**src/rtl/pwm_duty_update_scheduler.sv**
```systemverilog
// pwm_duty_update_scheduler
// Round-robin arbiter feeding per-slot shadow registers (duty ch0..2, period)
// that are committed to the PWM core outputs only at period boundaries, or
// on every edge while the core is disabled.
// Optional build macro: PWM_RAMP_EN -- duty slots slew toward their shadow
// target by at most RAMP_STEP per commit instead of jumping.
module pwm_duty_update_scheduler #(
  parameter int                   PWM_WIDTH      = 12,
  parameter int                   NUM_REQ        = 3,
  parameter logic [PWM_WIDTH-1:0] DEFAULT_PERIOD = 12'hFFF,
  parameter int                   RAMP_STEP      = 16
) (
  input  logic                           clk,
  input  logic                           rst,
  input  logic [NUM_REQ-1:0]             req_valid,
  input  logic [2*NUM_REQ-1:0]           req_slot,
  input  logic [PWM_WIDTH*NUM_REQ-1:0]   req_value,
  output logic [NUM_REQ-1:0]             req_ready,
  input  logic                           pwm_enable,
  input  logic                           period_complete,
  output logic [PWM_WIDTH-1:0]           duty_cycle_ch0,
  output logic [PWM_WIDTH-1:0]           duty_cycle_ch1,
  output logic [PWM_WIDTH-1:0]           duty_cycle_ch2,
  output logic [PWM_WIDTH-1:0]           period_value,
  output logic [3:0]                     pending,
  output logic                           commit_pulse
);

  localparam int PTR_W = (NUM_REQ > 1) ? $clog2(NUM_REQ) : 1;
  localparam logic [1:0] PERIOD_SLOT = 2'd3;

  logic [PTR_W-1:0]     rr_ptr;
  logic [PTR_W-1:0]     rr_ptr_nxt;
  logic                 xfer;
  logic [PTR_W-1:0]     grant_idx;
  logic [1:0]           xfer_slot;
  logic [PWM_WIDTH-1:0] xfer_value;

  logic [PWM_WIDTH-1:0] shadow     [4];
  logic [PWM_WIDTH-1:0] active     [4];
  logic [PWM_WIDTH-1:0] active_nxt [4];
  logic [3:0]           pending_q;
  logic [3:0]           pending_nxt;
  logic                 commit_now;
  logic                 commit_any;

`ifdef PWM_RAMP_EN
  // Move cur toward tgt by at most RAMP_STEP, never overshooting.
  function automatic logic [PWM_WIDTH-1:0] ramp_toward(
    input logic [PWM_WIDTH-1:0] cur,
    input logic [PWM_WIDTH-1:0] tgt
  );
    logic [PWM_WIDTH-1:0] step;
    step = PWM_WIDTH'(RAMP_STEP);
    if (tgt > cur)
      ramp_toward = ((tgt - cur) > step) ? cur + step : tgt;
    else
      ramp_toward = ((cur - tgt) > step) ? cur - step : tgt;
  endfunction
`endif

  // Round-robin grant: first valid requester at or after rr_ptr, then wrap.
  always_comb begin
    // NOTE: every combinational output gets a default first so no path leaves it unassigned (no latch).
    req_ready  = '0;
    xfer       = 1'b0;
    grant_idx  = '0;
    xfer_slot  = '0;
    xfer_value = '0;
    if (!rst) begin
      for (int i = 0; i < NUM_REQ; i++) begin
        if (!xfer && req_valid[i] && (i >= int'(rr_ptr))) begin
          xfer       = 1'b1;
          grant_idx  = PTR_W'(i);
          xfer_slot  = req_slot[2*i +: 2];
          xfer_value = req_value[PWM_WIDTH*i +: PWM_WIDTH];
        end
      end
      for (int i = 0; i < NUM_REQ; i++) begin
        if (!xfer && req_valid[i] && (i < int'(rr_ptr))) begin
          xfer       = 1'b1;
          grant_idx  = PTR_W'(i);
          xfer_slot  = req_slot[2*i +: 2];
          xfer_value = req_value[PWM_WIDTH*i +: PWM_WIDTH];
        end
      end
      if (xfer) req_ready[grant_idx] = 1'b1;
    end
  end

  // Pointer advances past the granted requester only when a transfer happens.
  always_comb begin
    rr_ptr_nxt = rr_ptr;
    if (xfer)
      rr_ptr_nxt = (int'(grant_idx) == NUM_REQ - 1) ? '0 : grant_idx + 1'b1;
  end

  // Commit decision per slot; commits read the old shadow, a same-edge
  // transfer re-arms pending for the next boundary.
  always_comb begin
    commit_now = pwm_enable ? period_complete : 1'b1;
    commit_any = commit_now && (|pending_q);
    for (int s = 0; s < 4; s++) begin
      active_nxt[s]  = active[s];
      pending_nxt[s] = pending_q[s];
      if (commit_now && pending_q[s]) begin
`ifdef PWM_RAMP_EN
        if (s == 3) begin
          active_nxt[s]  = shadow[s];
          pending_nxt[s] = 1'b0;
        end else begin
          active_nxt[s]  = ramp_toward(active[s], shadow[s]);
          pending_nxt[s] = (active_nxt[s] != shadow[s]);
        end
`else
        active_nxt[s]  = shadow[s];
        pending_nxt[s] = 1'b0;
`endif
      end
      if (xfer && (xfer_slot == 2'(s))) pending_nxt[s] = 1'b1;
    end
  end

  // State registers: pointer, shadows, active outputs, pending, commit pulse.
  always_ff @(posedge clk or posedge rst) begin
    if (rst) begin
      rr_ptr       <= '0;
      pending_q    <= '0;
      commit_pulse <= 1'b0;
      // NOTE: the shadow array is reset too, so a stale value can never be committed after reset.
      for (int s = 0; s < 4; s++) shadow[s] <= '0;
      for (int s = 0; s < 3; s++) active[s] <= '0;
      active[3]    <= DEFAULT_PERIOD;
    end else begin
      // NOTE: state updates use non-blocking assignments so all flops sample pre-edge values.
      rr_ptr       <= rr_ptr_nxt;
      pending_q    <= pending_nxt;
      commit_pulse <= commit_any;
      for (int s = 0; s < 4; s++) active[s] <= active_nxt[s];
      if (xfer) begin
        // A zero period would stall the core, so it is stored as 1.
        if ((xfer_slot == PERIOD_SLOT) && (xfer_value == '0))
          shadow[xfer_slot] <= PWM_WIDTH'(1);
        else
          shadow[xfer_slot] <= xfer_value;
      end
    end
  end

  assign duty_cycle_ch0 = active[0];
  assign duty_cycle_ch1 = active[1];
  assign duty_cycle_ch2 = active[2];
  assign period_value   = active[3];
  assign pending        = pending_q;

endmodule
```
**config.mk**
```make
export PLATFORM = sky130hd
export DESIGN_NAME = pwm_duty_update_scheduler
export DESIGN_NICKNAME = d
export VERILOG_FILES = /design/src/rtl/pwm_duty_update_scheduler.sv
export SDC_FILE = /design/constraint.sdc
export NUM_CORES = 1
export LEC_CHECK = 0
export CORE_MARGIN = 1.5
export CORE_UTILIZATION = 44
export DETAILED_ROUTE_END_ITERATION = 8
export PLACE_DENSITY_LB_ADDON = 0.1
export SLEW_MARGIN = 10
export SYNTH_ARGS = -nofsm -noshare
export SYNTH_HDL_FRONTEND = slang
export SYNTH_SLANG_ARGS = --single-unit
```
**constraint.sdc**
```tcl
create_clock -name clk -period 7 [get_ports clk]
set_input_delay 1.05 -clock clk [delete_from_list [all_inputs] [get_ports clk]]
set_output_delay 1.05 -clock clk [all_outputs]
set_load 0.02 [all_outputs]
```
==> summary.md <==
| Metric | Value |
|---|---|
| Outcome | completed |
| Diodes inserted | 0 |
| Kind of end point of the critical path | output pin |
| Total clock buffers created by CTS | 9 |
| Worst R2R Setup Slack | 3.51 ns |
| Reg2Reg Capture Point | shadow[31] |
| R2R depth | 6 |
| Clock transition time at the flip-flop clock pins of the worst setup and hold paths | 0.11 ns |
| Post-synthesis cell area | 0.00448 mm² |
| Number of remaining DRC errors | 0 |
| Layout cells sized above 1 | 29.1% |
| Worst path required time | 5.95 ns |
| Synthesis Warnings | 0 |
| Worst path max stage delay | 0.74 ns |
| Signal arrival time at the worst endpoint | 3.53 ns |
| Type of element launching the critical path | input port |
| Final setup violation count | 0 |
| Startpoint of the lowest-slack hold path | shadow[8] |
| Clock Tree Root | clkbuf_8 |
| Layout overhead on the synthesized area | 29.7% |
| R2R Path Start | rr_ptr[0] |
| Via density per instance | 5.47 |
| Area used by sequential logic in the layout | 0.00259 mm² |
| Post-synthesis sequential area ratio | 57.9% |
| Final critical delay including setup and external delays | 4.58 ns |
| PD cells | 393 mW/mm² |
| Library cell contributing the largest single delay on the critical path | clkdlybuf4s50_1 |
| Post-Synthesis Net Count | 387 |
| Routed Antenna Nets | 0 |
| Final number of max-transition violations | 0 |
| Number of hold buffers added after cts | 0 |
| Total area of multi-input combinational cells | 0.00179 mm² |
| Worst-case clock buffer depth | 2 |
| Final instance count without filler cells | 577 |
| Core Rows | 36 |
| Most common cell after layout, fill and taps aside | clkdlybuf4s50_1 |
| Static leakage power | 2.60 nW |
| Max capacitance violation total | 0 |
| Gate Count Post-Synth | 338 |
| Clock tree sinks | 103 |
| Hold Vio Cnt, Final | 0 |
| Power Total | 0.00228 W |
| Post-cts sizing count | 0 |
| Via total after detailed routing | 3155 |
| WHS Endpoint | period_value[8] |
| Top-level I/O count | 105 |
| Starting Density | 45.6% |
| Detailed router's first-iteration violation count | 88 |
| Length of the first detailed-routing pass in iterations | 5 |
| Number of cells in the design after placement | 561 |
| Core outline area | 0.00982 mm² |
| Count of nets after finishing | 488 |
| Gr ovfl total | 0 |
| Top_reg_cell synth | dfrtp_1 |
| Setup slack of the critical path after layout | 2.42 ns |
| Total routing resource utilization after global routing | 20.3% |
| Netlist cell types | 51 |
| Most frequent cells in the layout | clkdlybuf4s50_1 (104), mux2_2 (94), dfrtp_1 (91), nand2_1 (26), nor2_1 (13) |
| Unrepaired setup endpoints after global routing | no |
| Critical path fanouts, max | 12 |
| Setup fix buffers added after clock tree synthesis | 0 |
| Worst setup timing slack at the placement stage | 2.30 ns |
| DP Wirelength | 7490 µm |
| Die span in x | 104 µm |
| Via count of the first global-routing pass | 3232 |
| Setup_tns | 0 ns |
| Maximum number of pins on one net before global-route repair | 83 |
| Cells along the critical path | clkdlybuf4s50_1 -> inv_1 -> a21oi_1 -> nor3_1 -> clkdlybuf4s50_1 |
| Clock insertion delay at the later pin of the skew report | 0.36 ns |
| Number of antenna violations at the first check in global routing | 0 |
| Fin crit share | 65.4% |
| Hold crit path type | reg2reg |
| CP most frequent cell | clkdlybuf4s50_1 |
| Final setup skew | 0.0130 ns |
| Maximum vdd ir drop | 0.204 mV |
| Mean area per synthesized cell | 13.2 µm² |
| Vertical extent of the die | 104 µm |
| H-tree levels | 3 |
| Fraction of registers with async set or reset after synthesis | 100% |
| Classification of the worst setup path | in2out |
| Area of the die | 0.0108 mm² |
| Final weighted congestion in routability-driven placement | 0.923 |
| First-pass GRT wire length | 17100 µm |
| Buffers on Ports | 104 |
| Normalized max-slew margin | 30.0% |
| Final wirelength | 10400 µm |
| TritonCTS clock tree | built |
| EDFF count, synth | 0 |
| Post-detailed-route wirelength per cell | 18.1 µm |
| Count of state elements after synthesis | 103 |
| Maximum operating frequency | 0.218 GHz |
| Fill cell instance count of the final layout | 846 |
| Slew at the pin with the worst max-slew slack | 1.05 ns |
| Cells on Worst Hold Path | 1 |
worst max path at each step:
stage,from,to
after floorplan,rst,req_ready[2]
after global placement,req_valid[1],shadow[29]
after detailed placement,req_valid[1],shadow[31]
after CTS,req_valid[0],req_ready[1]
after global routing,req_valid[0],req_ready[1]
final,req_valid[0],req_ready[1]
power breakdown:
group / total, W / internal, W / switching, W
clock: 0.000355 / 0.000138 / 0.000217
sequential: 0.00101 / 0.000865 / 0.000143
combinational: 0.000920 / 0.000499 / 0.000420
worst max-delay path: cells and delay by family:
| kind | cells | cell delay (ns) |
|---|---|---|
| simple gates | 1 | 0.63 |
| compound gates | 1 | 0.18 |
| buf+inv | 3 | 1.67 |
kinds of logic after synthesis:
| logic type | synth area share (%) |
|---|---|
| DFF | 57.9 |
| muxes | 24.1 |
| and+or+nand+nor | 8.36 |
| AOI/OAI and AO/OA | 7.49 |
| buffers and inverters | 2.12 |
Yosys cell counts (all sizes together), types with 3 or more instances:
cell type,count,share of area [%]
inv,3,0.25
o21ai,8,0.89
nor2b,5,0.75
and2,5,0.75
a21oi,8,0.89
a22oi,7,1.2
buf,9,1.3
mux2,94,24
nand2b,4,0.56
nor3,4,0.45
dfstp,12,7.0
nor2,13,1.1
nand3,3,0.34
nand2,26,2.2
a21o,3,0.50
a221o,3,0.67
dfrtp,91,51
clkbuf,7,0.59
metal layers:
| layer | vias to the layer above | GRT usage (%) | part of all wire, % |
|---|---|---|---|
| met1 | 1604 | 26.9 | 43 |
| met5 | - | 0 | 0 |
| met4 | 0 | 8.23 | 2.3 |
| met3 | 25 | 3.45 | 4.9 |
| met2 | 108 | 33.3 | 49 |
| li1 | 1418 | - | - |
state kept, by name (all words and copies together), names as in the netlist:
signal          cells
period_value       12
duty_cycle_ch0     12
pending             4
duty_cycle_ch2     12
shadow             48
commit_pulse        1
duty_cycle_ch1     12
rr_ptr              2
layout make-up:
class	count	share of cell area [%]
multi-input combinational	216	30.8
clock inverter	7	1.14
inverter	3	0.237
clock buffer	9	2.13
timing repair buffer	106	18.2
sequential	103	44.6
tap	133	2.87
stage by stage:
| stage | instance area (µm²) | hold slack [ns] | utilization (%) |
|---|---|---|---|
| after detailed placement | 5620 | 0.486 | 57.2 |
| after global placement | 5620 | 0.465 | 57.2 |
| after global routing | 5810 | 0.528 | 59.1 |
| final | 5810 | 0.510 | 59.1 |
| after floorplan | 4480 | 0.446 | - |
| after CTS | 5810 | 0.507 | 59.1 |
Power figures use the tool's default switching activity.
